### config.mk
export PLATFORM = sky130hd
export DESIGN_NAME = hazard_stall_unit
export DESIGN_NICKNAME = d
export VERILOG_FILES = /design/src/rtl/hazard_stall_unit.sv
export SDC_FILE = /design/constraint.sdc
export NUM_CORES = 1
export LEC_CHECK = 0
export BUFFER_PORTS_ARGS = -buffer_cell sky130_fd_sc_hd__buf_4
export CAP_MARGIN = 25
export CORE_MARGIN = 2
export CORE_UTILIZATION = 35
export DETAILED_ROUTE_END_ITERATION = 12
export HOLD_SLACK_MARGIN = 0.1
export SETUP_SLACK_MARGIN = 0.3
export SLEW_MARGIN = 20
export SYNTH_ARGS = -nofsm -noshare
export SYNTH_HDL_FRONTEND = slang
export SYNTH_SLANG_ARGS = --single-unit
### constraint.sdc
create_clock -name CLOCK -period 10.8 [get_ports CLOCK]
set_clock_uncertainty 0.15 [all_clocks]
set_input_delay 3.24 -clock CLOCK [delete_from_list [all_inputs] [get_ports CLOCK]]
set_output_delay 3.24 -clock CLOCK [all_outputs]
set_load 0.005 [all_outputs]
### src/rtl/hazard_stall_unit.sv
`default_nettype none
// ---------------------------------------------------------------------------
// hazard_stall_unit : stall / bubble / flush control for the 5-stage pipeline
// Revision 1.0
// ---------------------------------------------------------------------------
module hazard_stall_unit #(
   parameter int CNT_WIDTH = 32,
   parameter int MAX_STALL = 16
) (
   input  logic                 CLOCK,
   input  logic                 RESET,
   input  logic [5:0]           OpcodeID_IN,
   input  logic [5:0]           FunctID_IN,
   input  logic [4:0]           IDRegisterRS_IN,
   input  logic [4:0]           IDRegisterRT_IN,
   input  logic [4:0]           writeRDIDEXE,
   input  logic                 writeEnableIDEXE,
   input  logic                 MemReadIDEXE,
   input  logic [4:0]           writeRDEXEMEM,
   input  logic                 MemReadEXEMEM,
   input  logic                 AltPCEnable_IN,
   input  logic                 DMEM_BUSY,
   output logic                 STALL_OUT,
   output logic                 BUBBLE_OUT,
   output logic                 FLUSH_OUT,
   output logic [1:0]           State_OUT,
   output logic [CNT_WIDTH-1:0] StallCount_OUT,
   output logic [CNT_WIDTH-1:0] FlushCount_OUT,
   output logic                 ERROR_OUT
);

   localparam int                RUN_W     = $clog2(MAX_STALL + 2);
   localparam logic [RUN_W-1:0]  RUN_LIMIT = RUN_W'(MAX_STALL + 1);

   typedef enum logic [1:0] {
      ST_RUN         = 2'd0,
      ST_LOAD_USE    = 2'd1,
      ST_BRANCH_WAIT = 2'd2,
      ST_MEM_WAIT    = 2'd3
   } state_t;

   state_t               state_q, state_d;
   logic [CNT_WIDTH-1:0] stall_count_q, stall_count_d;
   logic [CNT_WIDTH-1:0] flush_count_q, flush_count_d;
   logic [RUN_W-1:0]     run_q, run_d;
   logic                 error_q, error_d;

   logic is_branch, uses_rs, uses_rt;
   logic rs_match_e, rt_match_e, rs_match_m, rt_match_m;
   logic load_use, branch_wait, stall;

   always_comb begin
      is_branch = (OpcodeID_IN == 6'd1) || (OpcodeID_IN == 6'd4) || (OpcodeID_IN == 6'd5) ||
                  (OpcodeID_IN == 6'd6) || (OpcodeID_IN == 6'd7) ||
                  ((OpcodeID_IN == 6'd0) && ((FunctID_IN == 6'd8) || (FunctID_IN == 6'd9)));
      uses_rs   = !((OpcodeID_IN == 6'd2) || (OpcodeID_IN == 6'd3) || (OpcodeID_IN == 6'd15));
      uses_rt   = (OpcodeID_IN == 6'd0)  || (OpcodeID_IN == 6'd4)  || (OpcodeID_IN == 6'd5) ||
                  (OpcodeID_IN == 6'd40) || (OpcodeID_IN == 6'd41) || (OpcodeID_IN == 6'd43);

      // Register 0 is hard-wired, so a write to it never creates a dependency.
      rs_match_e = uses_rs && (IDRegisterRS_IN != 5'd0) &&
                   (IDRegisterRS_IN == writeRDIDEXE) && writeEnableIDEXE;
      rt_match_e = uses_rt && (IDRegisterRT_IN != 5'd0) &&
                   (IDRegisterRT_IN == writeRDIDEXE) && writeEnableIDEXE;
      rs_match_m = uses_rs && (IDRegisterRS_IN != 5'd0) &&
                   (IDRegisterRS_IN == writeRDEXEMEM) && MemReadEXEMEM;
      rt_match_m = uses_rt && (IDRegisterRT_IN != 5'd0) &&
                   (IDRegisterRT_IN == writeRDEXEMEM) && MemReadEXEMEM;

      load_use    = MemReadIDEXE && (rs_match_e || rt_match_e);
      branch_wait = is_branch && (rs_match_e || rt_match_e || rs_match_m || rt_match_m);
      stall       = load_use || branch_wait || DMEM_BUSY;
   end

   assign STALL_OUT  = stall;
   assign BUBBLE_OUT = (load_use || branch_wait) && !DMEM_BUSY;
   assign FLUSH_OUT  = AltPCEnable_IN && !stall;

   always_comb begin
      if (DMEM_BUSY)        state_d = ST_MEM_WAIT;
      else if (load_use)    state_d = ST_LOAD_USE;
      else if (branch_wait) state_d = ST_BRANCH_WAIT;
      else                  state_d = ST_RUN;

      stall_count_d = stall_count_q;
      if (stall && (stall_count_q != '1))
         stall_count_d = stall_count_q + CNT_WIDTH'(1);

      flush_count_d = flush_count_q;
      if (FLUSH_OUT && (flush_count_q != '1))
         flush_count_d = flush_count_q + CNT_WIDTH'(1);

      // Run length of consecutive stall cycles; parks at the limit.
      run_d = run_q;
      if (!stall)                  run_d = '0;
      else if (run_q != RUN_LIMIT) run_d = run_q + RUN_W'(1);

      error_d = error_q || (run_d == RUN_LIMIT);
   end

   always_ff @(posedge CLOCK or negedge RESET) begin
      if (!RESET) begin
         state_q       <= ST_RUN;
         stall_count_q <= '0;
         flush_count_q <= '0;
         run_q         <= '0;
         error_q       <= 1'b0;
      end else begin
         state_q       <= state_d;
         stall_count_q <= stall_count_d;
         flush_count_q <= flush_count_d;
         run_q         <= run_d;
         error_q       <= error_d;
      end
   end

   assign State_OUT      = state_q;
   assign StallCount_OUT = stall_count_q;
   assign FlushCount_OUT = flush_count_q;
   assign ERROR_OUT      = error_q;

endmodule
`default_nettype wire

# Word-level counts from Yosys, hierarchy flattened
# Cells that the tools add are included.
# Widths: inputs -> output; s select.
# totals
inputBits	39
out_inout_bits	70
register_bits	72
# op_classes
muxes	5
n_addsub	3
n_eq_ne	21
reduce_logical	42
# op_table
cell	n
$add 32x1->32 const B	2
$ne 32x32->1 const B	2
$eq 6x3->1 const B	4
$eq 5x5->1	4
$logic_or 1x1->1	19
$eq 6x4->1 const B	3
$eq 6x6->1 const B	3
$logic_and 1x1->1	17
$eq 6x2->1 const B	2
$mux 5	2
$reduce_bool 5->1	2
$eq 6x1->1 const B	1
$logic_not 6->1	1
$mux 2	3
$add 5x1->5 const B	1
$eq 5x5->1 const B	1
$ne 5x5->1 const B	1
$logic_not 1->1	3

# Longest topological paths before layout
# logic_depth
ltp_word	18
ltp_mapped	10

# Worst setup path after synthesis
# Ideal clock, no wire load.
# synth_path
path_kind	input port to output port
start	input IDRegisterRS_IN[1]
end	output FLUSH_OUT
required_time_ps	7410
slack_ps	2589
path_stages	8
n_path_buf	1
t_arrival_ps	4821
path_cell_list	or4_1 > nor2_1 > a31o_2 > o22ai_4 > a31o_2 > a21oi_2 > buf_4 > and2_1
# synth_between
elab_chain_cells	12
# synth_rtl
item	line_no	rtl
start, declared	14	input logic [4:0] IDRegisterRS_IN,
$reduce_bool 5->1	61, 65	
$logic_and 1x1->1	61, 65	
$logic_and 1x1->1	61	rs_match_e = uses_rs && (IDRegisterRS_IN != 5'd0) &&
$logic_and 1x1->1	62	(IDRegisterRS_IN == writeRDIDEXE) && writeEnableIDEXE;
$logic_or 1x1->1	70, 71	
$logic_or 1x1->1 (2 in series)	71	branch_wait = is_branch && (rs_match_e || rt_match_e || rs_match_m || rt_match_m);
$logic_and 1x1->1	71	
$logic_or 1x1->1 * (2 in series)	72	stall = load_use || branch_wait || DMEM_BUSY;
$logic_not 1->1 *	-	
$logic_and 1x1->1 *	77	assign FLUSH_OUT = AltPCEnable_IN && !stall;
end, declared	25	output logic FLUSH_OUT,
# Mark *: on every way between the ends. The rest lies on a longest branch, timed or not.

# Worst setup path in the final report
# Same ends and word-level chain as after synthesis.

==> flow_summary.yaml <==
placed_design:
  place_ws_ns: 1.98
  portBuffers: 107
  gp_congestion: 0.840
  dp_hpwl_mm: 7.01
cts:
  post_cts_resized: 0
  clock_path_buffers: 2
  cts_made_buffers: 9
  cts_tree: "done"
  post_cts_buffers: 0
  hold_buffers: 0
  h-tree-depth: 3
  cts.clk_slew.worst_paths_ns: 0.07
  clock_latency_ns: 0.35
  cts_root_buf: "clkbuf_8"
  clkSinkCount: 72
global_route:
  grt_max_degree: 73
  antenna_found_initial: 0
  gr-usage-met1_pct: 21.0
  top_usage_layer: "met2"
  met3_usage_pct: 4.18
  grt_pass1_wl_mm: 15.7
  grtUsageMet2_pct: 28.5
  grt_util_all_layers_pct: 16.9
  gr-total-overflow: 0
  grt_pass1_vias: 3250
routing:
  drt_iter0_markers: 80
  drtAntennaViolNets: 0
  via_count: 3229
  via_per_inst: 5.11
  drtPass1Iterations: 4
  wl_mm: 9.51
  avgRoutedWirePerCell_um: 15.0
  drcViolationCount: 0
timing:
  drv_slew: 0
  fmax_mhz: 114
  worst_pin_slew_ns: 0.759
  fin_crit_ns: 8.81
  final-setup-viol-count: 0
  fin_ws_ns: 1.99
  hold_viol_final: 0
  rsz0062_at_grt: "false"
  period_share_pct: 81.5
  setup_tns_ns: 0
  maxSlewHeadroom_pct: 48.7
critical_path:
  cp-start-kind: "input port"
  critPathRequiredTime_ns: 7.41
  worstSetupPathType: "input port to output pin"
  r2r-end: "StallCount_OUT[11]"
  rrSetupSlack_ns: 7.94
  crit_top_cell: "buf_4"
  crit_chain: "buf_4, or4_1, nor2_1, a31o_2, o22ai_4, a22o_1, a21oi_2, and2_1, buf_4"
  reg2reg_from: "StallCount_OUT[4]"
  cp.arrival_ns: 5.42
  max_stage_delay_ns: 0.53
  cp_max_fo: 11
  endpoint: "FLUSH_OUT"
  worst_setup_path_end_kind: "output pin"
  cp-startpoint: "IDRegisterRS_IN[1]"
  slowest_stage: "or4_1"
  r2r_cells: 9
synthesis:
  yosysTopAreaCellShare_pct: 46.7
  ys_ff_latch: 72
  synth_top_area_cell: "dfrtp_1"
  yosysSeqAreaShare_pct: 46.7
  syn_area_per_cell_um2: 10.2
  yosys-top-cells-area: "dfrtp_1, xnor2_1, xor2_1, nand3_1, nand4_1"
  yosys_warnings: 0
  syn-num-nets: 420
  synth_top_flop_cell: "dfrtp_1"
  netlist_area_um2: 3850
  synth-edff-count: 0
  ys_types: 46
  syn_inst: 377
  async_reset_ff_share_pct: 100
cells_and_area:
  layout_commonest_cell: "buf_4"
  final_nets: 530
  syn_to_final_growth_pct: 31.2
  layout-drive-gt1-share_pct: 28.3
  final_core_util_pct: 46.9
  diodes: 0
  layout_common_cells: "buf_4, dfrtp_1, xnor2_1"
  n_fill_cell: 1041
power:
  leakage_nw: 2.34
  power_uw: 696
  irDropWorstVdd_mv: 0.0982
  pwr_density_cell_nw_per_um2: 138
floorplanning:
  die_h_um: 109
  fp-row-count: 38
  die-area_um2: 11900
  core_um2: 10800
  fp.dieW_um: 109
  start_util_pct: 35.7
  io_pins: 109
outcome:
  outcome: "finished, final reports clean"
hold_path:
  hold_class: "flop to flop"
flow_run:
  drv_cap: 0
[through the flow]
| stage | area, µm² | hold slack, ns | instances |
|---|---|---|---|
| 2_1_floorplan | 3850 | 0.316 | 377 |
| 3_3_place_gp | 4790 | 0.315 | 614 |
| 3_5_place_dp | 4800 | 0.329 | 615 |
| 4_1_cts | 5030 | 0.345 | 631 |
| 5_1_grt | 5060 | 0.356 | 632 |
| 6_report | 5060 | 0.334 | 632 |
[cell usage after synthesis (2+ instances only)]
master	instances
o21ai_0	3
nor4_1	2
a31o_2	3
xnor2_1	61
nor3_1	18
and4_1	7
dfrtp_1	72
xor2_1	26
ha_1	4
nor2_1	24
nand2_1	20
inv_1	7
a21oi_1	3
nand4_1	30
and3_1	16
and2_1	7
clkbuf_1	5
nand3_1	39
buf_2	3
[critical path, delay by kind of cell]
kind / cells / cell delay (ns)
simple gates: 3 / 0.86
compound gates: 4 / 1.07
buf+inv: 2 / 0.23
[worst min path at each step]
| stage | start | to | slack [ns] | cells after the start |
|---|---|---|---|---|
| 2_1_floorplan | ERROR_OUT | ERROR_OUT | 0.32 | 1 |
| 3_3_place_gp | ERROR_OUT | ERROR_OUT | 0.32 | 1 |
| 3_5_place_dp | ERROR_OUT | ERROR_OUT | 0.33 | 1 |
| 4_1_cts | FlushCount_OUT[16] | FlushCount_OUT[16] | 0.34 | 1 |
| 5_1_grt | ERROR_OUT | ERROR_OUT | 0.36 | 1 |
| 6_report | ERROR_OUT | ERROR_OUT | 0.33 | 1 |
[state kept, by name (all words and copies together) (netlist names)]
name,count
FlushCount_OUT,32
State_OUT,2
ERROR_OUT,1
StallCount_OUT,32
run_q,5
[metal layers]
| layer | share of wire [%] | up-vias |
|---|---|---|
| li1 | - | 1555 |
| met1 | 44 | 1580 |
| met2 | 49 | 79 |
| met3 | 5.5 | 15 |
| met4 | 1.5 | 0 |
| met5 | 0 | - |
[where the power goes]
group          switching [mW]  total (mW)  internal [mW]
combinational          0.0580       0.126         0.0676
clock                   0.102       0.245          0.142
sequential             0.0330       0.326          0.293
[cells by family after synthesis]
group	synth area share, %
adder cells (fa/ha/maj)	1.30
AND/OR/NAND/NOR	23.4
XOR/XNOR	19.8
multiplexers	0.292
AO/OA/AOI/OAI	6.33
flip-flops	46.7
buffers and inverters	2.14
[cell type report]
class                           count  area (µm²)  area share [%]
Sequential cell                    72        1800            35.6
Clock buffer                       11         151            2.99
Clock inverter                      5        78.8            1.56
Multi-Input combinational cell    287        1980            39.1
Timing Repair Buffer              109         842            16.7
Tap cell                          140         175            3.46
Inverter                            8        30.0           0.594
No activity file was read; power rests on OpenSTA's default activity.
